[config.mk]
export PLATFORM = sky130hd
export DESIGN_NAME = turbo_encoder_ctrl
export DESIGN_NICKNAME = d
export VERILOG_FILES = /design/src/rtl/turbo_encoder_ctrl.sv
export SDC_FILE = /design/constraint.sdc
export NUM_CORES = 1
export LEC_CHECK = 0
export CORE_UTILIZATION = 49
export CTS_BUF_LIST = sky130_fd_sc_hd__clkbuf_8 sky130_fd_sc_hd__clkbuf_16
export DETAILED_ROUTE_END_ITERATION = 10
export HOLD_SLACK_MARGIN = 0.15
export PLACE_DENSITY = 0.79
export SLEW_MARGIN = 10
export SYNTH_ARGS = -nofsm -noshare
export SYNTH_HDL_FRONTEND = slang
export SYNTH_SLANG_ARGS = --single-unit
[constraint.sdc]
create_clock -name i_clk -period 3.4 [get_ports i_clk]
set_clock_uncertainty 0.15 [all_clocks]
set_input_delay 0.68 -clock i_clk [delete_from_list [all_inputs] [get_ports i_clk]]
set_output_delay 0.68 -clock i_clk [all_outputs]
set_load 0.05 [all_outputs]
[src/rtl/turbo_encoder_ctrl.sv]
// Sequencer for a two-constituent turbo encoder: clear, K data steps, then a
// three-step tail on each encoder. Handshakes one symbol per cycle with out_ready.
module turbo_encoder_ctrl #(
  parameter int unsigned K  = 40,
  parameter int unsigned IW = 6
) (
  input  logic          i_clk,
  input  logic          i_rst,
  input  logic          i_start,
  input  logic          i_abort,
  input  logic          i_out_ready,
  output logic          o_enc_clr,
  output logic          o_enc1_en,
  output logic          o_enc2_en,
  output logic          o_term_en,
  output logic [IW-1:0] o_bit_idx,
  output logic          o_out_valid,
  output logic          o_busy,
  output logic          o_done
);

  typedef enum logic [2:0] {
    StIdle,
    StClear,
    StEncode,
    StTerm1,
    StTerm2,
    StFin
  } state_t;

  localparam logic [IW-1:0] LastData = IW'(K - 1);
  localparam logic [IW-1:0] LastTail = IW'(2);

  state_t        r_state;
  logic [IW-1:0] r_bit_idx;

  always_ff @(posedge i_clk or negedge i_rst) begin
    if (!i_rst) begin
      r_state   <= StIdle;
      r_bit_idx <= '0;
    end else if (i_abort) begin
      // Abort wins over start, handshakes and phase ends alike.
      r_state   <= StIdle;
      r_bit_idx <= '0;
    end else begin
      unique case (r_state)
        StIdle: begin
          r_bit_idx <= '0;
          if (i_start) r_state <= StClear;
        end
        StClear: begin
          r_bit_idx <= '0;
          r_state   <= StEncode;
        end
        StEncode: begin
          if (i_out_ready) begin
            if (r_bit_idx == LastData) begin
              r_state   <= StTerm1;
              r_bit_idx <= '0;
            end else begin
              r_bit_idx <= r_bit_idx + 1'b1;
            end
          end
        end
        StTerm1: begin
          if (i_out_ready) begin
            if (r_bit_idx == LastTail) begin
              r_state   <= StTerm2;
              r_bit_idx <= '0;
            end else begin
              r_bit_idx <= r_bit_idx + 1'b1;
            end
          end
        end
        StTerm2: begin
          if (i_out_ready) begin
            if (r_bit_idx == LastTail) begin
              r_state   <= StFin;
              r_bit_idx <= '0;
            end else begin
              r_bit_idx <= r_bit_idx + 1'b1;
            end
          end
        end
        StFin: begin
          r_state   <= StIdle;
          r_bit_idx <= '0;
        end
        default: begin
          r_state   <= StIdle;
          r_bit_idx <= '0;
        end
      endcase
    end
  end

  logic w_encode;
  logic w_term1;
  logic w_term2;

  assign w_encode = (r_state == StEncode);
  assign w_term1  = (r_state == StTerm1);
  assign w_term2  = (r_state == StTerm2);

  // Enables follow out_ready in the same cycle so a stalled symbol is never shifted.
  assign o_enc_clr   = (r_state == StClear);
  assign o_enc1_en   = (w_encode | w_term1) & i_out_ready;
  assign o_enc2_en   = (w_encode | w_term2) & i_out_ready;
  assign o_term_en   = w_term1 | w_term2;
  assign o_out_valid = (w_encode | w_term1 | w_term2) & i_out_ready;
  assign o_bit_idx   = r_bit_idx;
  assign o_busy      = (r_state != StIdle);
  assign o_done      = (r_state == StFin);

endmodule
# Word-level counts from Yosys, hierarchy flattened
# Cells that the tools add are included.
# op_classes
n_addsub	1
eq_ne	15
muxes	15
bitwise_logic	7
reduce_logical	5
# op_table
operator	n
$mux 6	5
$mux 3	8
$pmux 3 s5	1
$ne 3x3->1 const B	4
$pmux 6 s2	1
$ne 3x2->1 const B	3
$reduce_and 7->1	1
$add 6x1->6 const B	1
$eq 3x2->1 const B	2
$eq 3x3->1 const B	2
$eq 6x2->1 const B	1
$eq 6x6->1 const B	1
$or 1x1->1	4
$and 1x1->1	3
$eq 3x1->1 const B	1
$logic_not 3->1	1
$ne 3x1->1 const B	1
$reduce_bool 3->1	1
$reduce_and 2->1	1
$reduce_or 2->1	1
# word_totals
regBits	9
input_bits	5
out_inout_bits	13
word_cells	45

# Longest topological paths before layout
# logic_depth
depth_word	5
ltp_mapped	6
depth_no_buf	6

# Worst setup path after synthesis
# OpenSTA, ideal clock, no wires.
# synth_path
path_type	register -> output
from	reg r_state[2]
to	out o_enc2_en
arrival_ns	1.987
required_time_ns	2.570
setup_slack_ns	0.583
stages_incl_launch_ff	5
path_cell_list	dfrtp_1 -> buf_4 -> nand2b_1 -> clkbuf_1 -> a211oi_1
# synth_between
elab_chain_len	3
word_cells_on_any_way	4
classes_between	2 x eq/ne; 2 x bitwise
# synth_rtl
element	line_no	text
start: declaration	34	state_t r_state;
start signal: assignment	39	r_state <= StIdle;
start signal: assignment	43	r_state <= StIdle;
start signal: assignment	49	if (i_start) r_state <= StClear;
$eq 3x2->1 or $eq 3x3->1 (tied branches)	101, 103	
$or 1x1->1 *	108	assign o_enc2_en = (w_encode | w_term2) & i_out_ready;
$and 1x1->1 *	108	
end: declaration	14	output logic o_enc2_en,
# Every way passes the cells marked *; elsewhere a longest branch is shown, timed or not.

# Final worst setup path
# layout_path
from	reg r_state[0]
to	out o_term_en
# layout_between
elab_chain_len	2
word_cells_on_any_way	3
classes_between	2 x eq/ne; 1 x bitwise
# layout_rtl
element	line_no	text
$eq 3x2->1 or $eq 3x3->1 (tied branches)	102, 103	
$or 1x1->1 *	109	assign o_term_en = w_term1 | w_term2;
end: declaration	15	output logic o_term_en,
# Marks and branches as above.

==> impl_metrics.tcl <==
set metrics [dict create \
    fin_crit_ns 3.023 \
    setup_violations 0 \
    hold_viol 0 \
    drtIter0Drc 48 \
    timing.rr.end "o_bit_idx[1]" \
    grt_max_degree 12 \
    hold_path.class "reg2reg" \
    rr_worst_depth 6 \
    synth-main-ff-cell "dfrtp_1" \
    yosysTopAreaCell "dfrtp_1" \
    slew_viol_final 0 \
    drt-total-wl_um 1675 \
    worstPathRequired_ns 2.57 \
    place_inst 108 \
    synth_area_sq_um 734.5 \
    fp.dieW_um 40.72 \
    clock_sinks 9 \
    drive_gt1_share_pct 10.31 \
    grt_usage_pct 23.66 \
    ctsHtreeMaxLevel 1 \
    syn_nets 90 \
    cts_setup_buffers 0 \
    first_pass_iters 4 \
    die_h_um 40.72 \
    wl_per_cell_um 14.96 \
    nNetsFinal 105 \
    worstHoldStart "o_bit_idx[0]" \
    cap_violations 0 \
    rows 13 \
    tightest_slew_ns 0.7679 \
    hold_buffers 0 \
    finalSetupTns_ns 0 \
    synth_most_common_cell "dfrtp_1" \
    grt_overflow 0 \
    powerDensity_nw_per_um2 341.2 \
    fmax_mhz 330.9 \
    grt_pass1_wl_um 2573 \
    core_sq_um 1350 \
    vias 719 \
    grt_pass1_vias 577 \
    ys_ff_latch 9 \
    cts_tree "yes" \
    end_kind "output pin" \
    rrSetupSlack_ns 1.02 \
    rsz0062_at_grt "false" \
    slew_headroom_pct 48.08 \
    clk_pin_slew_ns 0.05 \
    antenna_found_initial 0 \
    die-area_sq_um 1658 \
    synth.area.top_cells "dfrtp_1, buf_6, a211oi_1" \
    async_flop_share_pct 100.0 \
    hold_path_depth 1 \
    synthCells 83 \
    synth-edff-count 0 \
    worstPathArrival_ns 2.19 \
    finalCritPeriodShare_pct 88.90 \
    multi_input_comb_area_sq_um 441.7 \
    clockRootBuffer "clkbuf_8" \
    start_kind "register" \
    yosys-top-cells-count "dfrtp_1, nand2_1, o21ai_0" \
    criticalPathCategory "reg2out" \
    min_to "o_bit_idx[0]" \
    dp_hpwl_um 1207 \
    seqCellArea_sq_um 225.2 \
    top_level_ports 18 \
    clock_path_buffers 2 \
    port_buffers 17 \
    ys_types 41 \
    finalNonFillerCells 112 \
    leakage_nw 0.3553 \
    clk_latency_ns 0.24 \
    drc_errors 0 \
    synth_top_area_share_pct 30.66 \
    postSynthAreaPerCell_sq_um 8.849 \
    cts_buffers 3 \
    cts_resized 0 \
    n_antenna_cell 0 \
    fillers 116 \
    final_antenna_net_count 0 \
    r2r_start "o_bit_idx[0]" \
    status "finished clean" \
    gp_congestion 0.8633 \
    worstPathMaxFanout 11 \
    synthToLayoutAreaGrowth_pct 23.68 \
    vdd_drop_max_mv 0.2450 \
    synth.yosys.warnings 0 \
    ys_seq_area_share_pct 30.66 \
    initial_core_util_pct 54.40 \
    viasPerCell 6.420 \
]
## cell usage in the layout, fill, tap and decap left out, drive strengths merged
cell type      netlist  routed
a211o                1       1
a2111oi              2       2
or4b                 1       1
a221oi               1       1
or2b                 1       1
o311a                1       1
or2                  1       1
nand3b               1       1
o31ai                4       4
ha                   2       2
a41oi                1       1
inv                  4       5
nor4b                1       1
xnor2                1       1
a22o                 1       1
nor2b                1       1
nor3b                1       1
nand4                2       2
nand3                3       3
clkdlybuf4s50        0      14
buf                  4       3
clkbuf               3       3
o21ai                6       6
a21o                 1       1
and3                 1       1
nand4b               1       1
nand2                6       6
nor2                 3       3
a21oi                4       4
or3b                 1       1
and2b                1       1
nor3                 2       2
nand2b               4       4
or3                  1       1
a211oi               5       5
dfrtp                9       9
a221o                1       1
## metrics by stage
step	worst slack, ns	hold slack, ns	utilization (%)	area, sq um	power, mW
2_1_floorplan	0.5831	0.2344	-	734.5	0.1653
4_1_cts	0.3822	0.4393	67.28	908.4	0.3084
6_report	0.3775	0.4472	67.28	908.4	0.3100
3_5_place_dp	0.6363	0.4277	63.95	863.3	0.1848
3_3_place_gp	0.6690	0.4267	63.95	863.3	0.1844
5_1_grt	0.3182	0.4615	67.28	908.4	0.3211
## state kept, by name, indices dropped and copies added (netlist names)
register	count
r_state	3
o_bit_idx	6
## where the power goes
group / switching, mW / internal [mW]
combinational: 0.0442 / 0.0228
clock: 0.0475 / 0.0791
sequential: 0.00646 / 0.110
## metal layers
metal | GRT usage (%) | share of wire (%) | vias up
li1 | - | - | 342
met4 | 10.00 | 0.66 | 0
met1 | 33.78 | 49 | 356
met2 | 34.13 | 46 | 19
met5 | 0 | 0 | -
met3 | 4.891 | 4.2 | 2
## cell type report
cell class,count,area share (%)
Tap cell,15,2.066
Multi-Input combinational cell,63,48.62
Clock buffer,3,4.545
Inverter,4,1.653
Clock inverter,1,0.4132
Timing Repair Buffer,17,17.91
Sequential cell,9,24.79
## how the worst max path moves through the flow
stage                           from        end  cells past startpoint
after floorplan           r_state[2]  o_enc2_en                      4
after global placement    r_state[0]  o_term_en                      3
after CTS                 r_state[0]  o_term_en                      3
final                     r_state[0]  o_term_en                      3
after detailed placement  r_state[0]  o_term_en                      3
after global routing      r_state[0]  o_term_en                      3
## worst max-delay path, stage by stage (launching register included)
cell and delay [ns]:
dfrtp_1 0.48, or3b_1 0.53, o21ai_0 0.12, clkdlybuf4s50_1 0.83
## cells by family after synthesis
group                      Yosys count  share of synthesized area (%)
and+or+nand+nor                     32                          26.07
adders and majority gates            2                          3.407
xor gates and xnor gates             1                          1.193
buffers and inverters               11                          9.199
DFF                                  9                          30.66
AOI/OAI and AO/OA                   28                          29.47
Power figures use the tool's default switching activity.
